`config.mk`:
```
export PLATFORM = sky130hd
export DESIGN_NAME = mem_arbiter
export DESIGN_NICKNAME = d
export VERILOG_FILES = /design/src/rtl/mem_arbiter.sv
export SDC_FILE = /design/constraint.sdc
export NUM_CORES = 1
export LEC_CHECK = 0
export BUFFER_PORTS_ARGS = -buffer_cell sky130_fd_sc_hd__clkbuf_2
export CAP_MARGIN = 20
export CORE_MARGIN = 1
export CORE_UTILIZATION = 35
export CTS_CLUSTER_SIZE = 16
export DETAILED_ROUTE_END_ITERATION = 8
export PLACE_DENSITY = 0.64
export SYNTH_ARGS = -nofsm -noshare
export SYNTH_HDL_FRONTEND = slang
export SYNTH_SLANG_ARGS = --single-unit
```
`constraint.sdc`:
```
create_clock -name clk -period 8.2 [get_ports clk]
set_input_delay 1.64 -clock clk [delete_from_list [all_inputs] [get_ports clk]]
set_output_delay 1.64 -clock clk [all_outputs]
set_load 0.01 [all_outputs]
```
`src/rtl/mem_arbiter.sv`:
```
// mem_arbiter
//   Shares one single-port data RAM between the instruction-fetch port
//   (read-only) and the load/store unit. One transaction is in flight at a
//   time. Simultaneous requests are resolved round-robin against the port
//   that was granted last. A granted access walks IDLE -> ISSUE -> WAIT ->
//   RESP. WAIT absorbs the RAM read latency. RESP pulses the owner's rvalid
//   for one cycle. Every output comes straight from a register.
//
// Parameters
//   ADDR_W      word address width (RAM depth 2**ADDR_W)
//   DATA_W      data width, multiple of 8
//   RD_LATENCY  cycles from mem_en at the RAM to valid mem_rdata (1..7)
//
// Ports
//   clk, rst                  clock, asynchronous active-high reset
//   if_req/if_addr            fetch read request, held until if_gnt
//   if_gnt/if_rvalid/if_rdata fetch accept pulse, data-valid pulse, read data
//   ls_req/ls_we/ls_be        LSU request, store flag, store byte enables
//   ls_addr/ls_wdata          LSU word address and store data
//   ls_gnt/ls_rvalid/ls_rdata LSU accept pulse, done pulse, load data (0 for stores)
//   mem_en/mem_we             RAM access strobe and byte write enables
//   mem_addr/mem_wdata        RAM word address and write data
//   mem_rdata                 RAM read data, RD_LATENCY cycles after mem_en
module mem_arbiter #(
  parameter int ADDR_W     = 7,
  parameter int DATA_W     = 32,
  parameter int RD_LATENCY = 1
) (
  input  logic                clk,
  input  logic                rst,
  input  logic                if_req,
  input  logic [ADDR_W-1:0]   if_addr,
  output logic                if_gnt,
  output logic                if_rvalid,
  output logic [DATA_W-1:0]   if_rdata,
  input  logic                ls_req,
  input  logic                ls_we,
  input  logic [DATA_W/8-1:0] ls_be,
  input  logic [ADDR_W-1:0]   ls_addr,
  input  logic [DATA_W-1:0]   ls_wdata,
  output logic                ls_gnt,
  output logic                ls_rvalid,
  output logic [DATA_W-1:0]   ls_rdata,
  output logic                mem_en,
  output logic [DATA_W/8-1:0] mem_we,
  output logic [ADDR_W-1:0]   mem_addr,
  output logic [DATA_W-1:0]   mem_wdata,
  input  logic [DATA_W-1:0]   mem_rdata
);

  localparam int BE_W = DATA_W / 8;

  localparam logic [1:0] ST_IDLE  = 2'd0;
  localparam logic [1:0] ST_ISSUE = 2'd1;
  localparam logic [1:0] ST_WAIT  = 2'd2;
  localparam logic [1:0] ST_RESP  = 2'd3;

  localparam logic OWNER_IF = 1'b0;
  localparam logic OWNER_LS = 1'b1;

  // The counter starts at RD_LATENCY-1. The capture happens on the WAIT
  // cycle where it reads zero, so mem_rdata is taken exactly RD_LATENCY
  // cycles after mem_en was seen by the RAM.
  localparam logic [2:0] WAIT_INIT = 3'(RD_LATENCY - 1);

  logic [1:0]        state_q, state_d;
  logic [2:0]        cnt_q, cnt_d;
  logic              last_owner_q, last_owner_d;
  logic              owner_q, owner_d;
  logic              store_q, store_d;

  logic              if_gnt_q, if_gnt_d;
  logic              if_rvalid_q, if_rvalid_d;
  logic [DATA_W-1:0] if_rdata_q, if_rdata_d;
  logic              ls_gnt_q, ls_gnt_d;
  logic              ls_rvalid_q, ls_rvalid_d;
  logic [DATA_W-1:0] ls_rdata_q, ls_rdata_d;
  logic              mem_en_q, mem_en_d;
  logic [BE_W-1:0]   mem_we_q, mem_we_d;
  logic [ADDR_W-1:0] mem_addr_q, mem_addr_d;
  logic [DATA_W-1:0] mem_wdata_q, mem_wdata_d;

  // Byte write enables for an LSU request. A load yields all zeros, so the
  // RAM is never written by a load even if ls_be is non-zero.
  logic [BE_W-1:0]   store_be;

  for (genvar gi = 0; gi < BE_W; gi++) begin : g_store_be
    assign store_be[gi] = ls_we & ls_be[gi];
  end

  // The LSU wins when it is the only requester. On a tie it wins only if
  // fetch owned the previous grant.
  logic pick_ls;
  assign pick_ls = ls_req & (~if_req | (last_owner_q == OWNER_IF));

  always_comb begin
    state_d      = state_q;
    cnt_d        = cnt_q;
    last_owner_d = last_owner_q;
    owner_d      = owner_q;
    store_d      = store_q;
    if_gnt_d     = 1'b0;
    if_rvalid_d  = 1'b0;
    if_rdata_d   = if_rdata_q;
    ls_gnt_d     = 1'b0;
    ls_rvalid_d  = 1'b0;
    ls_rdata_d   = ls_rdata_q;
    mem_en_d     = 1'b0;
    mem_we_d     = '0;
    mem_addr_d   = mem_addr_q;
    mem_wdata_d  = mem_wdata_q;

    case (state_q)
      ST_IDLE: begin
        if (if_req || ls_req) begin
          state_d      = ST_ISSUE;
          owner_d      = pick_ls ? OWNER_LS : OWNER_IF;
          last_owner_d = pick_ls ? OWNER_LS : OWNER_IF;
          mem_en_d     = 1'b1;
          if (pick_ls) begin
            ls_gnt_d    = 1'b1;
            store_d     = ls_we;
            mem_addr_d  = ls_addr;
            mem_wdata_d = ls_wdata;
            mem_we_d    = store_be;
          end else begin
            if_gnt_d    = 1'b1;
            store_d     = 1'b0;
            mem_addr_d  = if_addr;
            mem_wdata_d = '0;
          end
        end
      end

      ST_ISSUE: begin
        cnt_d   = WAIT_INIT;
        state_d = ST_WAIT;
      end

      ST_WAIT: begin
        if (cnt_q == 3'd0) begin
          state_d = ST_RESP;
          if (owner_q == OWNER_LS) begin
            ls_rvalid_d = 1'b1;
            ls_rdata_d  = store_q ? '0 : mem_rdata;
          end else begin
            if_rvalid_d = 1'b1;
            if_rdata_d  = mem_rdata;
          end
        end else begin
          cnt_d = cnt_q - 3'd1;
        end
      end

      ST_RESP: begin
        state_d = ST_IDLE;
      end

      default: begin
        state_d = ST_IDLE;
      end
    endcase
  end

  // The asynchronous reset clears mem_we at once. A store caught in ISSUE
  // therefore never reaches the RAM, and an in-flight access is dropped
  // without an rvalid.
  always_ff @(posedge clk or posedge rst) begin
    if (rst) begin
      state_q      <= ST_IDLE;
      cnt_q        <= 3'd0;
      last_owner_q <= OWNER_IF;
      owner_q      <= OWNER_IF;
      store_q      <= 1'b0;
      if_gnt_q     <= 1'b0;
      if_rvalid_q  <= 1'b0;
      if_rdata_q   <= '0;
      ls_gnt_q     <= 1'b0;
      ls_rvalid_q  <= 1'b0;
      ls_rdata_q   <= '0;
      mem_en_q     <= 1'b0;
      mem_we_q     <= '0;
      mem_addr_q   <= '0;
      mem_wdata_q  <= '0;
    end else begin
      state_q      <= state_d;
      cnt_q        <= cnt_d;
      last_owner_q <= last_owner_d;
      owner_q      <= owner_d;
      store_q      <= store_d;
      if_gnt_q     <= if_gnt_d;
      if_rvalid_q  <= if_rvalid_d;
      if_rdata_q   <= if_rdata_d;
      ls_gnt_q     <= ls_gnt_d;
      ls_rvalid_q  <= ls_rvalid_d;
      ls_rdata_q   <= ls_rdata_d;
      mem_en_q     <= mem_en_d;
      mem_we_q     <= mem_we_d;
      mem_addr_q   <= mem_addr_d;
      mem_wdata_q  <= mem_wdata_d;
    end
  end

  assign if_gnt    = if_gnt_q;
  assign if_rvalid = if_rvalid_q;
  assign if_rdata  = if_rdata_q;
  assign ls_gnt    = ls_gnt_q;
  assign ls_rvalid = ls_rvalid_q;
  assign ls_rdata  = ls_rdata_q;
  assign mem_en    = mem_en_q;
  assign mem_we    = mem_we_q;
  assign mem_addr  = mem_addr_q;
  assign mem_wdata = mem_wdata_q;

endmodule

```
# Word-level counts from Yosys, hierarchy flattened
# Cells that the tools add are included.
# word_totals
ff_bits	119
latch_bits	0
ram_bits	0
mem_bits_ro	0
inputBits	87
out_inout_bits	112
n_memories	0
# classes
add_sub_neg	1
multipliers	0
n_div	0
n_lt_le_gt_ge	0
n_eq_ne	6
n_shift	0
mux	26
n_bitwise	8
n_reduce_logical	9
# op_table
operator	n
$mux W32	2
$mux W1	15
$mux W4	3
$pmux W2 S4	1
$mux W7	1
$ne A2 B2 Y1 const B	3
$pmux W3 S2	1
$reduce_and A2 Y1	3
$reduce_and A3 Y1	2
$and A1 B1 Y1	5
$eq A2 B2 Y1 const B	2
$mux W2	2
$logic_not A3 Y1	1
$mux W3	1
$sub A3 B1 Y3 const B	1
$eq A2 B1 Y1 const B	1
$logic_not A2 Y1	1
$not A1 Y1	2
$reduce_bool A2 Y1	1
$logic_or A1 B1 Y1	1
$or A1 B1 Y1	1

# Depth between registers and ports, before layout
# Gate-level depths: netlist (run 1).
# logic_depth
word_depth	6
depth_mapped	8
depth_no_buf	6

# Worst setup path after synthesis (run 1)
# OpenSTA, ideal clock, no wires.
# synth_timing
path_kind	input port to flip-flop
from	input port ls_req
to	register mem_wdata_q[10] (netlist: mem_wdata[10])
arrival_time_ps	2440
path_slack_ps	5639
cell_stages	5
path_cell_list	a21boi_2 -> and2_1 -> buf_4 -> buf_6 -> a22o_1
# synth_between
elab_chain_cells	2
# synth_lines
item	line_no	text
start: declaration	36	input logic ls_req,
$and A1 B1 Y1 / $logic_or A1 B1 Y1 (equally long branches)	94, 115	
$mux W32 / $reduce_and A2 Y1 (equally long branches)	-	
end signal: assignment	200	mem_wdata_q <= mem_wdata_d;
end: declaration	81	logic [DATA_W-1:0] mem_wdata_q, mem_wdata_d;
# Several ways; a longest one is shown, not always the timed one.
# A chain may end at the register's enable or synchronous reset.

==> out/qor.csv, run 1 <==
stage;metric;value;unit
outcome;status;finished clean;
route;DR vias/cell;4.59;
route;initial DRC count;123;
setup_path;Buf+Inv Stages, Crit Path;3;
finish;area grow syn2layout;35.7;%
setup_path;critical path endpoint category;asynchronous set/reset pin;
setup_path;Stages on worst setup path;3;
sta;endpoints failing hold;0;
floorplanning;Starting Density;35.9;%
clock_tree;post-cts resize count;0;
run;max cap viols;0;
setup_path;worst setup path endpoint;if_rdata[7];
placement;dpl ws;5.07;ns
pwr;Lkg Pwr;3.46;nW
clock_tree;clock slew at reported path FFs;0.06;ns
clock_tree;CTS tree;built;
clock_tree;root buffer cell;clkbuf_16;
finish;final net count;658;
floorplanning;core box area;0.0132;mm2
finish;register area;0.00298;mm2
synthesis;Synth Register Bits;119;
finish;Multi-input gate area;0.00160;mm2
sta;Layout Skew;0.00666;ns
synthesis;Netlist cell types;31;
clock_tree;# clock sinks;119;
synthesis;syn_nets;458;
pwr;Net Sw Frac;34.6;%
route;final antenna-violating net count;0;
setup_path;Reg-to-Reg Start;cnt_q[0];
sta;fin crit period;2.62;ns
synthesis;Syn Inst Count;366;
setup_path;crit start category;primary input;
clock_tree;# hold bufs at CTS;0;
placement;dpl cells;723;
floorplanning;DIE WIDTH;119;um
global_routing;largest net degree at the start of global routing;70;
synthesis;EDFF count, synth;0;
synthesis;Area contributors post-synth;dfrtp_1, mux2_4, a22o_1;
placement;detailed placement HPWL;7630;um
sta;Fmax;382;MHz
floorplanning;FP Rows;42;
synthesis;syn_area_per_cell;13.0;um2
finish;final non-filler cell total;755;
setup_path;CP Launch Point;rst;
pwr;Logic pwr share;36.5;%
pwr;register share of total power;37.5;%
setup_path;CP Cell Sequence;clkbuf_2 -> inv_4 -> buf_4;
sta;max-slew violations;0;
global_routing;vias in the first global route;3564;
floorplanning;die height;119;um
finish;antenna cells;0;
synthesis;cell taking the most area after synthesis;dfrtp_1;
sta;min setup slack post-route;5.58;ns
synthesis;ys async rst share;100;%
route;drt pass-1 iters;4;
placement;Buffers on Ports;198;
route;vias;3463;
worst_hold_path;Hold Path Class;flip-flop to flip-flop;
pwr;internal power;1.80;mW
pwr;NetSw;952;uW
worst_hold_path;hold path start;ls_rdata[27];
finish;most frequent cells in the layout;clkbuf_2, dfrtp_1, nand2_1, a22o_1, o21ai_0;
synthesis;main flop type after synthesis;dfrtp_1;
floorplanning;die area;0.0141;mm2
setup_path;CP Max Fanout;69;
sta;Worst Tran Pin Value;0.948;ns
global_routing;Total GRT Usage;16.4;%
finish;most common cell after layout, fill and taps aside;clkbuf_2;
setup_path;slowest CP cell;buf_4;
pwr;clock share of power;26.0;%
synthesis;share of the synthesized area in the top cell type;62.6;%
global_routing;first-pass GRT wire length;17900;um
sta;RSZ-0062 raised after global routing;false;
synthesis;synth warn;0;
setup_path;WP data arrival;3.03;ns
sta;Final setup viols;0;
setup_path;critical path class;primary input to asynchronous set/reset pin;
clock_tree;Post-CTS Setup Inserts;0;
clock_tree;Bufs on Longest Clock Path;2;
route;DRC viols;0;
setup_path;Req. time, crit path;8.62;ns
global_routing;total grt overflow;0;
floorplanning;# IOs;199;
pwr;Worst VDD drop;159;uV
global_routing;initial antenna violation count;0;
sta;Final Cycle Share;31.9;%
sta;Sum Neg Setup Slack;0;ns
sta;Slew HR;36.8;%
synthesis;post-synth design cell area;0.00475;mm2
clock_tree;H-tree depth;4;
finish;fraction of layout cells with a size suffix above 1;47.5;%
setup_path;Crit path max-delay family;buffers and inverters;
setup_path;crit-path max cell delay;0.77;ns
clock_tree;clk_lat worst skew;0.40;ns
finish;FILL cells;1220;
setup_path;reg2reg path depth;7;
clock_tree;CTS buffer count;17;
route;post-DR wirelength/cell;14.5;um
synthesis;sequential area share after synthesis;62.6;%
setup_path;RR Endpoint;if_rdata[30];
route;final WL;10900;um
setup_path;R2R setup slack;6.10;ns
pwr;PwrDens;426;mW/mm2
placement;GP Congestion;0.764;
==> how the worst min path moves through the flow <==
stage	to	slack [ns]	depth (start not counted)
CTS	ls_rdata[1]	0.49	2
global route	ls_rdata[1]	0.50	2
global placement	ls_rdata[2]	0.46	2
finish	ls_rdata[27]	0.48	2
detailed placement	ls_rdata[1]	0.47	2
floorplan	cnt_q[1]	0.46	1
==> sequential cells by signal, indices dropped and copies added, names as in the netlist <==
name,cells
if_gnt,1
owner_q,1
mem_addr,7
ls_rvalid,1
if_rvalid,1
state_q,2
ls_rdata,32
mem_wdata,32
store_q,1
if_rdata,32
mem_we,4
mem_en,1
ls_gnt,1
cnt_q,3
==> cells in the mapped netlist, drive strengths merged, types with 2 or more instances <==
cell type	count
ha	5
a21oi	12
clkbuf	13
dfrtp	119
nor2	8
inv	9
buf	9
o21ai	34
nand2	40
a21boi	2
a22o	33
and3	5
nand2b	32
o2bb2ai	2
mux2	33
==> power groups by stage <==
stage               sequential [mW]  clock [mW]  combinational (mW)
global placement               1.03           0               0.986
CTS                            1.04       0.734                1.02
detailed placement             1.04           0                1.02
global route                   1.07       0.762                1.10
floorplan                      1.12           0               0.553
finish                         1.03       0.716                1.00
==> worst reg2reg max path, cell delays in order (launching register included) <==
cell and delay (ns):
dfrtp_1 0.36, inv_1 0.07, ha_1 0.20, ha_1 0.24
nand2_1 0.09, or2_2 0.10, buf_4 0.50, mux2_2 0.44
==> cell type report <==
class	count	area share (%)
repair buffers	203	16.1
clock buffers	18	6.81
clock inverters	14	2.17
inverters	9	0.562
multi-input cells	216	24.8
well taps	176	3.41
flip-flops and latches	119	46.2
==> metal layers <==
layer	global-route usage (%)	up-vias	share of wire [%]
met5	0	-	0
met4	6.01	0	1.4
met3	5.02	14	6.4
met2	26.3	142	47
met1	20.8	1645	45
li1	-	1662	-
==> cell families (layout without fill, tap and decap cells) <==
logic type / Yosys count / in the layout / share of synthesized area [%]
mux: 33 / 33 / 10.1
flops: 119 / 119 / 62.6
buf+inv: 31 / 244 / 3.95
compound gates: 88 / 88 / 12.6
fa+ha+maj: 5 / 5 / 1.32
xor+xnor: 1 / 1 / 0.184
simple gates: 89 / 89 / 9.18
==> per-stage QoR <==
step                      cell area [um2]  power [mW]  hold WS (ns)  utilization [%]
after floorplan                      4750        1.67         0.456                -
after global placement               5850        2.02         0.463             44.2
after detailed placement             5870        2.06         0.473             44.4
after CTS                            6450        2.79         0.486             48.7
after global routing                 6450        2.94         0.500             48.7
final                                6450        2.75         0.480             48.7
Note: power is estimated with default switching activity, not from simulation.
==> inputs of run 2 (changes only) <==
==> constraint.sdc (replaced) <==
create_clock -name clk -period 2.5 [get_ports clk]
set_input_delay 0.5 -clock clk [delete_from_list [all_inputs] [get_ports clk]]
set_output_delay 0.5 -clock clk [all_outputs]
set_load 0.01 [all_outputs]
==> run 2 against run 1 <==
Effect of this change: combinational power rose to 3.3 times the previous value; clock skew up 0.0026 ns; worst hold slack worse by 0.29 ns; flip-flop and latch count unchanged; largest cell class unchanged.
==> out/qor.csv, run 2 (synthesis gave the netlist of run 1 again) <==
stage;metric;value;unit
sta;max-slew violations;0;
placement;detailed placement HPWL;7340;um
clock_tree;Bufs on Longest Clock Path;2;
setup_path;crit start category;flip-flop;
floorplanning;DIE WIDTH;119;um
finish;area grow syn2layout;35.1;%
clock_tree;Post-CTS Setup Inserts;0;
setup_path;CP Max Fanout;33;
placement;dpl cells;723;
sta;Slew HR;41.1;%
global_routing;total grt overflow;0;
route;vias;3527;
route;final WL;10700;um
pwr;PwrDens;1380;mW/mm2
clock_tree;post-cts resize count;0;
setup_path;WP data arrival;2.19;ns
global_routing;initial antenna violation count;0;
clock_tree;H-tree depth;4;
floorplanning;Starting Density;35.9;%
clock_tree;root buffer cell;clkbuf_16;
sta;RSZ-0062 raised after global routing;false;
setup_path;RR Endpoint;if_rdata[5];
pwr;Worst VDD drop;574;uV
sta;fin crit period;1.90;ns
global_routing;Total GRT Usage;16.5;%
finish;final net count;658;
sta;endpoints failing hold;0;
floorplanning;# IOs;199;
clock_tree;# hold bufs at CTS;0;
pwr;Lkg Pwr;3.44;nW
sta;Final Cycle Share;76.2;%
floorplanning;FP Rows;42;
finish;most common cell after layout, fill and taps aside;clkbuf_2;
sta;Final setup viols;0;
clock_tree;CTS buffer count;17;
finish;most frequent cells in the layout;clkbuf_2, dfrtp_1, nand2_1, a22o_1, o21ai_0;
clock_tree;clk_lat worst skew;0.41;ns
setup_path;reg2reg path depth;7;
route;DR vias/cell;4.68;
route;DRC viols;0;
placement;GP Congestion;0.731;
floorplanning;die height;119;um
global_routing;first-pass GRT wire length;17900;um
worst_hold_path;Hold Path Class;primary input to asynchronous set/reset pin;
placement;Buffers on Ports;198;
route;final antenna-violating net count;0;
outcome;status;finished clean;
global_routing;vias in the first global route;3590;
setup_path;Reg-to-Reg Start;cnt_q[0];
setup_path;critical path class;flip-flop to flip-flop;
clock_tree;clock slew at reported path FFs;0.05;ns
pwr;post-layout power;8.84;mW
sta;Worst Tran Pin Value;0.883;ns
floorplanning;die area;0.0141;mm2
finish;fraction of layout cells with a size suffix above 1;47.1;%
clock_tree;# clock sinks;119;
finish;final non-filler cell total;754;
route;post-DR wirelength/cell;14.2;um
global_routing;largest net degree at the start of global routing;120;
sta;Sum Neg Setup Slack;0;ns
route;initial DRC count;163;
setup_path;critical path endpoint category;flip-flop;
run;max cap viols;0;
floorplanning;core box area;0.0132;mm2
clock_tree;CTS tree;built;
sta;Fmax;525;MHz
setup_path;R2R setup slack;0.60;ns
finish;antenna cells;0;
finish;FILL cells;1244;
setup_path;Req. time, crit path;2.79;ns
setup_path;CP Launch Point;cnt_q[0];
route;drt pass-1 iters;4;
sta;Layout Skew;0.00928;ns
-- run 2: cell types whose count changed in the layout (fill, tap and decap cells not counted), moves of 2 or more --
cell      delta
inv_6        -5
clkinv_2     +4
clkbuf_8     +3
clkinv_4     -3
clkbuf_1     +2
-- run 2: stage by stage --
| step | instance area [um2] | hold WS [ns] | worst slack [ns] | utilization [%] |
|---|---|---|---|---|
| final | 6420 | 0.189 | 0.596 | 48.5 |
| after global routing | 6420 | 0.275 | 0.479 | 48.5 |
| after CTS | 6420 | 0.287 | 0.592 | 48.5 |
| after detailed placement | 5890 | 0.472 | 0.599 | 44.5 |
| after global placement | 5890 | 0.461 | 0.677 | 44.5 |
| after floorplan | 4760 | 0.456 | 0.545 | - |
-- run 2: worst max-delay path by stage --
| stage | endpoint | slack (ns) | depth (start not counted) |
|---|---|---|---|
| after CTS | if_rdata[5] | 0.59 | 7 |
| after global routing | if_rdata[5] | 0.48 | 7 |
| after global placement | if_rdata[15] | 0.68 | 7 |
| after floorplan | cnt_q[0] | 0.54 | 1 |
| after detailed placement | if_rdata[5] | 0.60 | 7 |
| final | if_rdata[5] | 0.60 | 7 |
-- run 2: cell type report --
type                       count  area [um2]  share of cell area [%]
sequential                   119        2980                    46.4
multi-input combinational    216        1600                    24.9
timing repair buffer         203        1050                    16.4
tap                          176         220                    3.43
inverter                       9        37.5                   0.584
clock inverter                 8        48.8                   0.760
clock buffer                  23         488                    7.60
-- run 2: layer usage --
metal	vias up	wire length [um]	global-route usage, %
met1	1704	4790	21.3
met4	0	92	5.14
li1	1661	-	-
met5	-	0	0
met3	9	842	7.14
met2	153	5000	25.0
-- run 2: power by group --
part	switching, mW	total, mW	internal, mW
sequential	0.559	3.37	2.81
clock	0.814	2.17	1.36
combinational	1.62	3.29	1.68
-- run 2: worst max-delay path, cell delays in order (launching register included) --
cell and delay, ns:
dfrtp_1 0.39, inv_1 0.08, ha_1 0.15, ha_1 0.23, nand2_1 0.09, or2_2 0.30
buf_12 0.21, mux2_4 0.32
==> inputs of run 3 (changes only) <==
--- a/config.mk
+++ b/config.mk
@@ -11,7 +11,7 @@
 export CORE_UTILIZATION = 35
 export CTS_CLUSTER_SIZE = 16
 export DETAILED_ROUTE_END_ITERATION = 8
-export PLACE_DENSITY = 0.64
+export PLACE_DENSITY = 0.67
 export SYNTH_ARGS = -nofsm -noshare
 export SYNTH_HDL_FRONTEND = slang
 export SYNTH_SLANG_ARGS = --single-unit
==> constraint.sdc (replaced) <==
create_clock -name clk -period 1.7 [get_ports clk]
set_input_delay 0.34 -clock clk [delete_from_list [all_inputs] [get_ports clk]]
set_output_delay 0.34 -clock clk [all_outputs]
set_load 0.01 [all_outputs]
==> run 3 against run 2 <==
Effect of this change: sequential share of layout area fell by 2.7 points; global-route usage rose by 0.72 points; worst hold slack got worse by 0.052 ns; largest cell class unchanged.
==> out/qor.csv, run 3 (synthesis gave the netlist of run 1 again) <==
stage;metric;value;unit
sta;WHS;0.137;ns
finish;antenna cells;0;
global_routing;initial antenna violation count;0;
sta;fin crit period;1.70;ns
floorplanning;core box area;0.0132;mm2
global_routing;total grt overflow;0;
route;vias;3593;
worst_hold_path;Hold Path Class;primary input to flip-flop;
global_routing;Total GRT Usage;17.2;%
clock_tree;CTS tree;built;
sta;Layout Skew;0.00991;ns
global_routing;first-pass GRT wire length;18400;um
sta;Final setup viols;0;
pwr;Worst VDD drop;952;uV
floorplanning;# IOs;199;
floorplanning;FP Rows;42;
clock_tree;clock slew at reported path FFs;0.06;ns
global_routing;largest net degree at the start of global routing;66;
run;max cap viols;0;
route;drt pass-1 iters;4;
sta;endpoints failing hold;0;
setup_path;CP Cell Sequence;inv_2 -> ha_4 -> ha_4 -> nand2_2 -> or2_4 -> clkbuf_16 -> mux2_4;
setup_path;crit-path max cell delay;0.38;ns
clock_tree;root buffer cell;clkbuf_16;
placement;Buffers on Ports;198;
finish;Finished Core Util;51.5;%
pwr;Lkg Pwr;3.61;nW
finish;fraction of layout cells with a size suffix above 1;49.9;%
pwr;PwrDens;2090;mW/mm2
pwr;internal power;9.55;mW
setup_path;WP data arrival;2.00;ns
setup_path;Req. time, crit path;2.00;ns
sta;max-slew violations;0;
outcome;status;finished clean;
clock_tree;clk_lat worst skew;0.42;ns
setup_path;Most common cell on crit path;ha_4;
setup_path;critical path endpoint category;flip-flop;
sta;Final Cycle Share;99.8;%
route;DRC viols;0;
placement;detailed placement HPWL;7790;um
route;final antenna-violating net count;0;
pwr;register share of total power;35.0;%
route;final WL;11600;um
setup_path;slowest CP cell;dfrtp_1;
sta;Worst Tran Pin Value;0.895;ns
pwr;clock share of power;27.7;%
finish;most common cell after layout, fill and taps aside;clkbuf_2;
route;initial DRC count;128;
pwr;Logic pwr share;37.3;%
global_routing;vias in the first global route;3591;
placement;dpl ws;-0.0826;ns
floorplanning;die height;119;um
finish;most frequent cells in the layout;clkbuf_2, dfrtp_1, nand2_1, a22o_1, o21ai_0;
clock_tree;Bufs on Longest Clock Path;2;
placement;GP Congestion;0.766;
route;post-DR wirelength/cell;15.1;um
finish;area grow syn2layout;43.4;%
floorplanning;die area;0.0141;mm2
clock_tree;H-tree depth;4;
floorplanning;Starting Density;35.9;%
setup_path;critical path class;flip-flop to flip-flop;
sta;RSZ-0062 raised after global routing;true;
clock_tree;# clock sinks;119;
setup_path;crit start category;flip-flop;
pwr;Net Sw Frac;33.0;%
sta;Fmax;589;MHz
sta;min setup slack post-route;0.00270;ns
finish;final net count;674;
setup_path;CP Max Fanout;8;
floorplanning;DIE WIDTH;119;um
sta;Slew HR;40.3;%
route;DR vias/cell;4.66;
pwr;NetSw;4.70;mW
clock_tree;CTS buffer count;17;
[run 3: power by group through the flow]
stage          combinational, mW  sequential (mW)  clock, mW
2_1_floorplan               2.67             5.40          0
3_3_place_gp                4.90             4.96          0
3_5_place_dp                5.05             5.00          0
4_1_cts                     5.24             5.00       4.03
5_1_grt                     5.77             5.15       4.15
6_report                    5.32             4.99       3.94
[run 3: what timing repair did]
| action | 4_1_cts | 5_1_grt |
|---|---|---|
| setup endpoints to repair | 33 | 33 |
| resized for setup | 8 | 2 |
| gates cloned | 2 | 2 |
| hold endpoints to repair | 4 | 0 |
| pin swaps | 0 | 0 |
| hold buffers | 1 | 0 |
| setup buffers | 0 | 2 |
[run 3: per-stage QoR]
stage	cell area, um2	power [mW]	TNS (ns)	std cells
3_5_place_dp	6010	10.0	-2.19	732
5_1_grt	6820	15.1	-1.17	771
2_1_floorplan	4770	8.07	-11.77	366
4_1_cts	6750	14.3	0	767
6_report	6820	14.3	0	771
3_3_place_gp	6010	9.86	-1.06	732
[run 3: critical path: cells and delay by family (launching register included)]
family                     cells  cell delay [ns]
and+or+nand+nor                2             0.36
buffers and inverters          2             0.28
adders and majority gates      2             0.26
muxes                          1             0.29
DFF                            1             0.38
[run 3: routing by layer]
| layer | vias up | global-route usage (%) | share of wire, % | wire length, um |
|---|---|---|---|---|
| met5 | - | 0 | 0 | 0 |
| met4 | 0 | 7.36 | 1.5 | 180 |
| met3 | 14 | 5.89 | 6.4 | 745 |
| met2 | 146 | 27.1 | 48 | 5560 |
| met1 | 1737 | 21.6 | 44 | 5160 |
| li1 | 1696 | - | - | - |
[run 3: path summary, 6_finish.rpt]
check	from	end	slack, ns	cells past startpoint
min	ls_wdata[24]	mem_wdata[24]	0.14	2
min in group asynchronous	rst	if_rdata[2]	0.38	3
max in group asynchronous	rst	mem_wdata[27]	0.73	4
max reg2reg	cnt_q[0]	if_rdata[5]	0.003	7
min reg2reg	ls_rdata[31]	ls_rdata[31]	0.48	2
max	cnt_q[0]	if_rdata[5]	0.003	7
[run 3: layout make-up]
type,count,area [um2]
Multi-Input combinational cell,216,1640
Timing Repair Buffer,219,1290
Clock buffer,17,425
Sequential cell,119,2980
Tap cell,176,220
Inverter,9,37.5
Fill cell,1167,6420
Clock inverter,15,226
